--- config.mk ---
export PLATFORM = sky130hd
export DESIGN_NAME = seg_scan_ctrl
export DESIGN_NICKNAME = d
export VERILOG_FILES = /design/src/rtl/seg_scan_pkg.sv /design/src/rtl/seg_scan_ctrl_timer.sv /design/src/rtl/seg_scan_ctrl.sv
export SDC_FILE = /design/constraint.sdc
export NUM_CORES = 1
export LEC_CHECK = 0
export BUFFER_PORTS_ARGS = -buffer_cell sky130_fd_sc_hd__clkbuf_2
export CAP_MARGIN = 20
export CORE_MARGIN = 2
export CORE_UTILIZATION = 56
export CTS_CLUSTER_DIAMETER = 30
export DETAILED_ROUTE_END_ITERATION = 6
export GPL_TIMING_DRIVEN = 0
export PLACE_DENSITY = 0.78
export SKIP_CTS_REPAIR_TIMING = 1
export SLEW_MARGIN = 40
export SYNTH_ARGS = -nofsm -noshare
export SYNTH_HDL_FRONTEND = slang
export SYNTH_SLANG_ARGS = --single-unit
--- constraint.sdc ---
create_clock -name clk -period 1.75 [get_ports clk]
set_input_delay 0.175 -clock clk [delete_from_list [all_inputs] [get_ports clk]]
set_output_delay 0.175 -clock clk [all_outputs]
set_load 0.1 [all_outputs]
--- src/rtl/seg_scan_pkg.sv ---
// Shared types, default sizing and helpers for the 7-segment scan controller.
// State encoding is kept as plain localparam constants for compatibility with older code.
package seg_scan_pkg;

  typedef logic [0:0] state_t;

  localparam state_t BLANK = 1'b0;
  localparam state_t SHOW  = 1'b1;

  localparam int N_DIG_DEF     = 4;
  localparam int DWELL_DEF     = 1000;
  localparam int BLANK_CYC_DEF = 16;

  // Widest digit vector nib() accepts (16 digits).
  localparam int NIB_VEC_W = 64;

  function automatic logic [3:0] nib(input logic [NIB_VEC_W-1:0] vec, input int k);
    nib = vec[4*k +: 4];
  endfunction

endpackage

--- src/rtl/seg_scan_ctrl_timer.sv ---
// Cycle counter shared by the BLANK and SHOW states: restarts from zero on start,
// done is high during the last cycle of a state lasting load_val cycles.
module dwell_timer #(
  parameter int W = 4
) (
  input  logic         clk,
  input  logic         rst,
  input  logic         start,
  input  logic [W-1:0] load_val,
  output logic         done
);

  localparam logic [W-1:0] ONE = W'(1'b1);

  logic [W-1:0] count_r;

  assign done = (count_r == (load_val - ONE));

  // count cycles already spent in the current state
  always_ff @(posedge clk) begin
    if (rst) begin
      count_r <= '0;
    end else if (start) begin
      count_r <= '0;
    end else begin
      count_r <= count_r + ONE;
    end
  end

endmodule

--- src/rtl/seg_scan_ctrl.sv ---
// Time-multiplexed scan controller for an N_DIG-digit 7-segment display with a
// double-buffered value, inter-digit blanking and leading-zero suppression.
module seg_scan_ctrl
  import seg_scan_pkg::*;
#(
  parameter int N_DIG     = N_DIG_DEF,
  parameter int DWELL     = DWELL_DEF,
  parameter int BLANK_CYC = BLANK_CYC_DEF
) (
  input  logic               clk,
  input  logic               rst,
  input  logic [4*N_DIG-1:0] val_in,
  input  logic [N_DIG-1:0]   dp_in,
  input  logic               load,
  input  logic               lz_en,
  output logic               pend,
  output logic               a,
  output logic               b,
  output logic               c,
  output logic               d,
  output logic               dp,
  output logic [N_DIG-1:0]   dig_en,
  output logic               frame_tick
);

  localparam int MAX_CYC = (DWELL > BLANK_CYC) ? DWELL : BLANK_CYC;
  localparam int TW      = $clog2(MAX_CYC + 1);
  localparam int IW      = (N_DIG > 1) ? $clog2(N_DIG) : 1;
  localparam int VW      = 4 * N_DIG;

  localparam logic [TW-1:0]    DWELL_LEN = TW'(DWELL);
  localparam logic [TW-1:0]    BLANK_LEN = TW'(BLANK_CYC);
  localparam logic [IW-1:0]    IDX_ONE   = IW'(1'b1);
  localparam logic [IW-1:0]    IDX_LAST  = IW'(N_DIG - 1);
  localparam logic [N_DIG-1:0] DIG_ONE   = N_DIG'(1'b1);

  // State registers describe the cycle about to be output on the next edge.
  state_t            state_r;
  logic [IW-1:0]     idx_r;
  logic              wrap_r;

  logic [VW-1:0]     shadow_val_r;
  logic [N_DIG-1:0]  shadow_dp_r;
  logic              shadow_lz_r;
  logic [VW-1:0]     active_val_r;
  logic [N_DIG-1:0]  active_dp_r;
  logic              active_lz_r;

  logic [TW-1:0]     dur_s;
  logic              done_s;
  logic              last_dig_s;
  logic [3:0]        nib_s;
  logic [N_DIG-1:0]  supp_s;
  logic              zero_run_s;

  assign dur_s      = (state_r == SHOW) ? DWELL_LEN : BLANK_LEN;
  assign last_dig_s = (idx_r == IDX_LAST);
  assign nib_s      = nib(NIB_VEC_W'(active_val_r), int'(idx_r));

  dwell_timer #(.W(TW)) u_timer (
    .clk      (clk),
    .rst      (rst),
    .start    (done_s),
    .load_val (dur_s),
    .done     (done_s)
  );

  // digit k is dark when it and every digit above it carry neither a value nor a dp
  always_comb begin
    zero_run_s = 1'b1;
    supp_s     = '0;
    for (int k = N_DIG - 1; k > 0; k--) begin
      zero_run_s = zero_run_s & (nib(NIB_VEC_W'(active_val_r), k) == 4'd0) & ~active_dp_r[k];
      supp_s[k]  = zero_run_s & active_lz_r;
    end
  end

  // BLANK/SHOW sequencing and digit index; flags the start of each new frame
  always_ff @(posedge clk) begin
    if (rst) begin
      state_r <= BLANK;
      idx_r   <= '0;
      wrap_r  <= 1'b0;
    end else if (done_s) begin
      if (state_r == SHOW) begin
        state_r <= BLANK;
        idx_r   <= last_dig_s ? '0 : (idx_r + IDX_ONE);
        wrap_r  <= last_dig_s;
      end else begin
        state_r <= SHOW;
        wrap_r  <= 1'b0;
      end
    end else begin
      wrap_r <= 1'b0;
    end
  end

  // registered display outputs for the cycle selected by the state registers
  always_ff @(posedge clk) begin
    if (rst) begin
      dig_en       <= '0;
      {a, b, c, d} <= 4'b0000;
      dp           <= 1'b0;
      frame_tick   <= 1'b0;
    end else begin
      frame_tick <= wrap_r;
      if (state_r == SHOW) begin
        dig_en       <= (DIG_ONE << idx_r) & ~supp_s;
        {a, b, c, d} <= nib_s;
        dp           <= active_dp_r[idx_r];
      end else begin
        dig_en       <= '0;
        {a, b, c, d} <= 4'b0000;
        dp           <= 1'b0;
      end
    end
  end

  // Shadow/active double buffer: the swap happens only at the end of the wrap
  // cycle, so a load in that same cycle stays pending for the following frame.
  always_ff @(posedge clk) begin
    if (rst) begin
      shadow_val_r <= '0;
      shadow_dp_r  <= '0;
      shadow_lz_r  <= 1'b0;
      active_val_r <= '0;
      active_dp_r  <= '0;
      active_lz_r  <= 1'b0;
      pend         <= 1'b0;
    end else begin
      if (load) begin
        shadow_val_r <= val_in;
        shadow_dp_r  <= dp_in;
        shadow_lz_r  <= lz_en;
      end else begin
        shadow_val_r <= shadow_val_r;
        shadow_dp_r  <= shadow_dp_r;
        shadow_lz_r  <= shadow_lz_r;
      end
      if (frame_tick && pend) begin
        active_val_r <= shadow_val_r;
        active_dp_r  <= shadow_dp_r;
        active_lz_r  <= shadow_lz_r;
      end else begin
        active_val_r <= active_val_r;
        active_dp_r  <= active_dp_r;
        active_lz_r  <= active_lz_r;
      end
      pend <= load | (pend & ~frame_tick);
    end
  end

endmodule
==> summary.txt <==
Run status
  • Status: finished, final reports clean

Clocking
  • CTS H-tree depth: 3
  • Clock slew at reported path FFs: around 0.06 ns
  • Clk buf depth: 2
  • TritonCTS buffer count: 9
  • CTS tree: built
  • CTS sink count: 67
  • Clock Root Buffer: clkbuf_8
  • Clk_lat worst skew: around 0.33 ns

Global routing
  • Largest net degree at the start of global routing: 11
  • Total global-route track usage: 0.211
  • Wire length of the first global-routing pass: 8370 um
  • Initial antenna violation count: 0
  • GR Overflow Total: 0
  • Vias in the first global route: roughly 1,900

Setup path
  • CP top delay family: simple AND/OR/NAND/NOR gates
  • CP max stage cell: or4_1
  • Worst-path fanout max: 3
  • Crit-path max cell delay: about 0.53 ns
  • CP Class: flip-flop to flip-flop
  • Req. time, crit path: between 1.5 and 2 ns
  • Worst path bufs/invs: 0
  • Worst EP arrival: around 1.9 ns
  • CP cell instances: or4_1 -> or3_1 -> o311a_1
  • Critical Path Start Type: flip-flop
  • Crit path capture type: flip-flop

Detailed routing
  • Average wire per standard cell: between 10 and 15 um
  • Drt total wl: between 4000 and 5000 um
  • Residual DRC: 0
  • DRT Pass-1 Iters: 4
  • Vias: between 1,500 and 2,000
  • DR iter-0 viols: 136
  • Avg Vias per Cell: 5.32
  • Antenna-violating nets left: 0

Power
  • Max IR drop VDD: approximately 0.6 mV
  • Power density over the cells: 992 nW/um^2
  • Total power: about 2.9 mW
  • Lkg Pwr: around 1.2 nW

Logic synthesis
  • Area leader, netlist: dfxtp_1
  • Unique masters post-synth: 30
  • Synth Net Count: between 200 and 300
  • FF+latch count, synth: 67
  • Synthesized area: between 2000 and 3000 sq um
  • Top post-synthesis cells by area: dfxtp_1 53%, mux2i_1 8.7%, nand2_1 6.8%, nor2_1 5.3%, a21oi_1 4.5%
  • Yosys warning count: 0
  • Seq/Total Area, Yosys: 0.529
  • Mapped Cells: approximately 270
  • Syn avg cell area: ~9.5 sq um
  • Synth top area share: 0.529

Placed design
  • Placed cell count: about 350
  • Port buffer count: 33
  • Pre-CTS setup slack: 0.0509 ns
  • DP Wirelength: roughly 3500 um
  • Routability Congestion: between 0.8 and 0.9

Timing
  • Pins Over Slew Limit: 0
  • Slack of the critical path: between 0.06 and 0.07 ns
  • Worst relative slew slack: 0.642
  • Setup TNS: 0 ns
  • Final worst-path cycle share: 0.964
  • Final hold vios: 0
  • Final setup vio count: 0
  • Worst Tran Pin Value: around 0.54 ns
  • F_max: a little under 600 MHz
  • RSZ-0062 raised after global routing: no
  • Final clock skew: 0.00385 ns
  • Minimum clock period: between 1.5 and 2 ns

Die
  • Core area: ~4400 sq um
  • Die W: ~71 um
  • Die Y-Extent: just over 70 um
  • Initial Util: 0.582
  • Row count: 24
  • Die ar.: 5080 sq um
  • Number of I/O pins: 35

Layout
  • Fillers: approximately 350
  • Most frequent cells in the layout: 67 x dfxtp_1, 46 x nand2_1, 36 x nor2_1
  • Commonest non-fill, non-tap cell in the layout: dfxtp_1
  • Share of layout cells above drive strength 1: 0.184
  • Layout overhead on the synthesized area: 16.7%
  • Finished Layout Cells: approximately 370
  • ANT cells: 0
  • Nets: between 300 and 400

Flow run
  • Max-cap check violation count: 0

Min path
  • Hold Path Class: input pin to flip-flop
worst reg2reg max path, delay by kind of cell (launching register included):
kind	cells	cell delay, ns
simple gates	2	0.87
flops	1	0.34
compound gates	1	0.36
area by class of cell:
class / count / area (sq um) / share of cell area
clock inverters: 2 / 35.0 / 0.0118
inverters: 4 / 15.0 / 0.00507
plain buffers: 15 / 61.3 / 0.0207
flip-flops and latches: 67 / 1340 / 0.453
repair buffers: 33 / 165 / 0.0558
clock buffers: 14 / 153 / 0.0516
multi-input cells: 180 / 1120 / 0.380
well taps: 52 / 65.1 / 0.0220
synth_stat cells, drive strengths merged:
cell type,count
and3,6
a21oi,23
nor3,3
nor2,36
or3,1
nor2b,2
clkbuf,13
xnor2,5
or3b,1
buf,3
xor2,3
o311a,1
mux4,5
nand2b,3
nand2,46
nor4,4
and2,6
nand4,1
nand3b,1
nand3,4
ha,4
mux2i,22
or4,2
inv,4
a211oi,1
dfxtp,67
flip-flops by register name, indices dropped and copies added, names as in the netlist:
| register | count |
|---|---|
| dp | 1 |
| d | 1 |
| shadow_val_r | 16 |
| frame_tick | 1 |
| u_timer.count_r | 10 |
| shadow_lz_r | 1 |
| shadow_dp_r | 4 |
| idx_r | 2 |
| active_lz_r | 1 |
| c | 1 |
| active_dp_r | 4 |
| wrap_r | 1 |
| pend | 1 |
| a | 1 |
| active_val_r | 16 |
| b | 1 |
| dig_en | 4 |
| state_r | 1 |
logic make-up after synthesis:
kind of cell               after synthesis  synth area share
muxes                                   27             0.133
and+or+nand+nor                        116             0.207
buffers and inverters                   20            0.0316
DFF                                     67             0.529
adders and majority gates                4            0.0197
xor gates and xnor gates                 8            0.0276
AOI/OAI and AO/OA                       25            0.0523
layer usage:
layer | part of all wire | track usage | vias to the layer above | routed length (um)
li1 | - | - | 982 | -
met1 | 0.45 | 0.271 | 911 | 2190
met2 | 0.49 | 0.341 | 48 | 2360
met3 | 0.045 | 0.0591 | 10 | 218
met4 | 0.020 | 0.0839 | 0 | 99
met5 | 0 | 0 | - | 0
worst paths after layout:
path | slack (ns) | from | to | cells past startpoint
worst max-delay path | 0.06 | active_dp_r[2] | dig_en[1] | 3
worst min register to register | 0.44 | wrap_r | frame_tick | 1
worst max register to register | 0.06 | active_dp_r[2] | dig_en[1] | 3
worst min-delay path | 0.08 | val_in[2] | shadow_val_r[2] | 3
report_power, final:
group | switching (mW) | leakage (nW) | internal, mW
clock network | 0.522 | 0.0947 | 0.697
registers | 0.0215 | 0.545 | 1.56
logic | 0.0745 | 0.577 | 0.0590
stage by stage:
stage / utilization / hold slack, ns / cell area [sq um]
CTS: 0.678 / 0.0682 / 2950
detailed placement: 0.635 / 0.418 / 2770
floorplan: - / 0.322 / 2540
global placement: 0.635 / 0.408 / 2770
global route: 0.680 / 0.0857 / 2960
finish: 0.680 / 0.0762 / 2960
(Power assumes the default switching activity.)
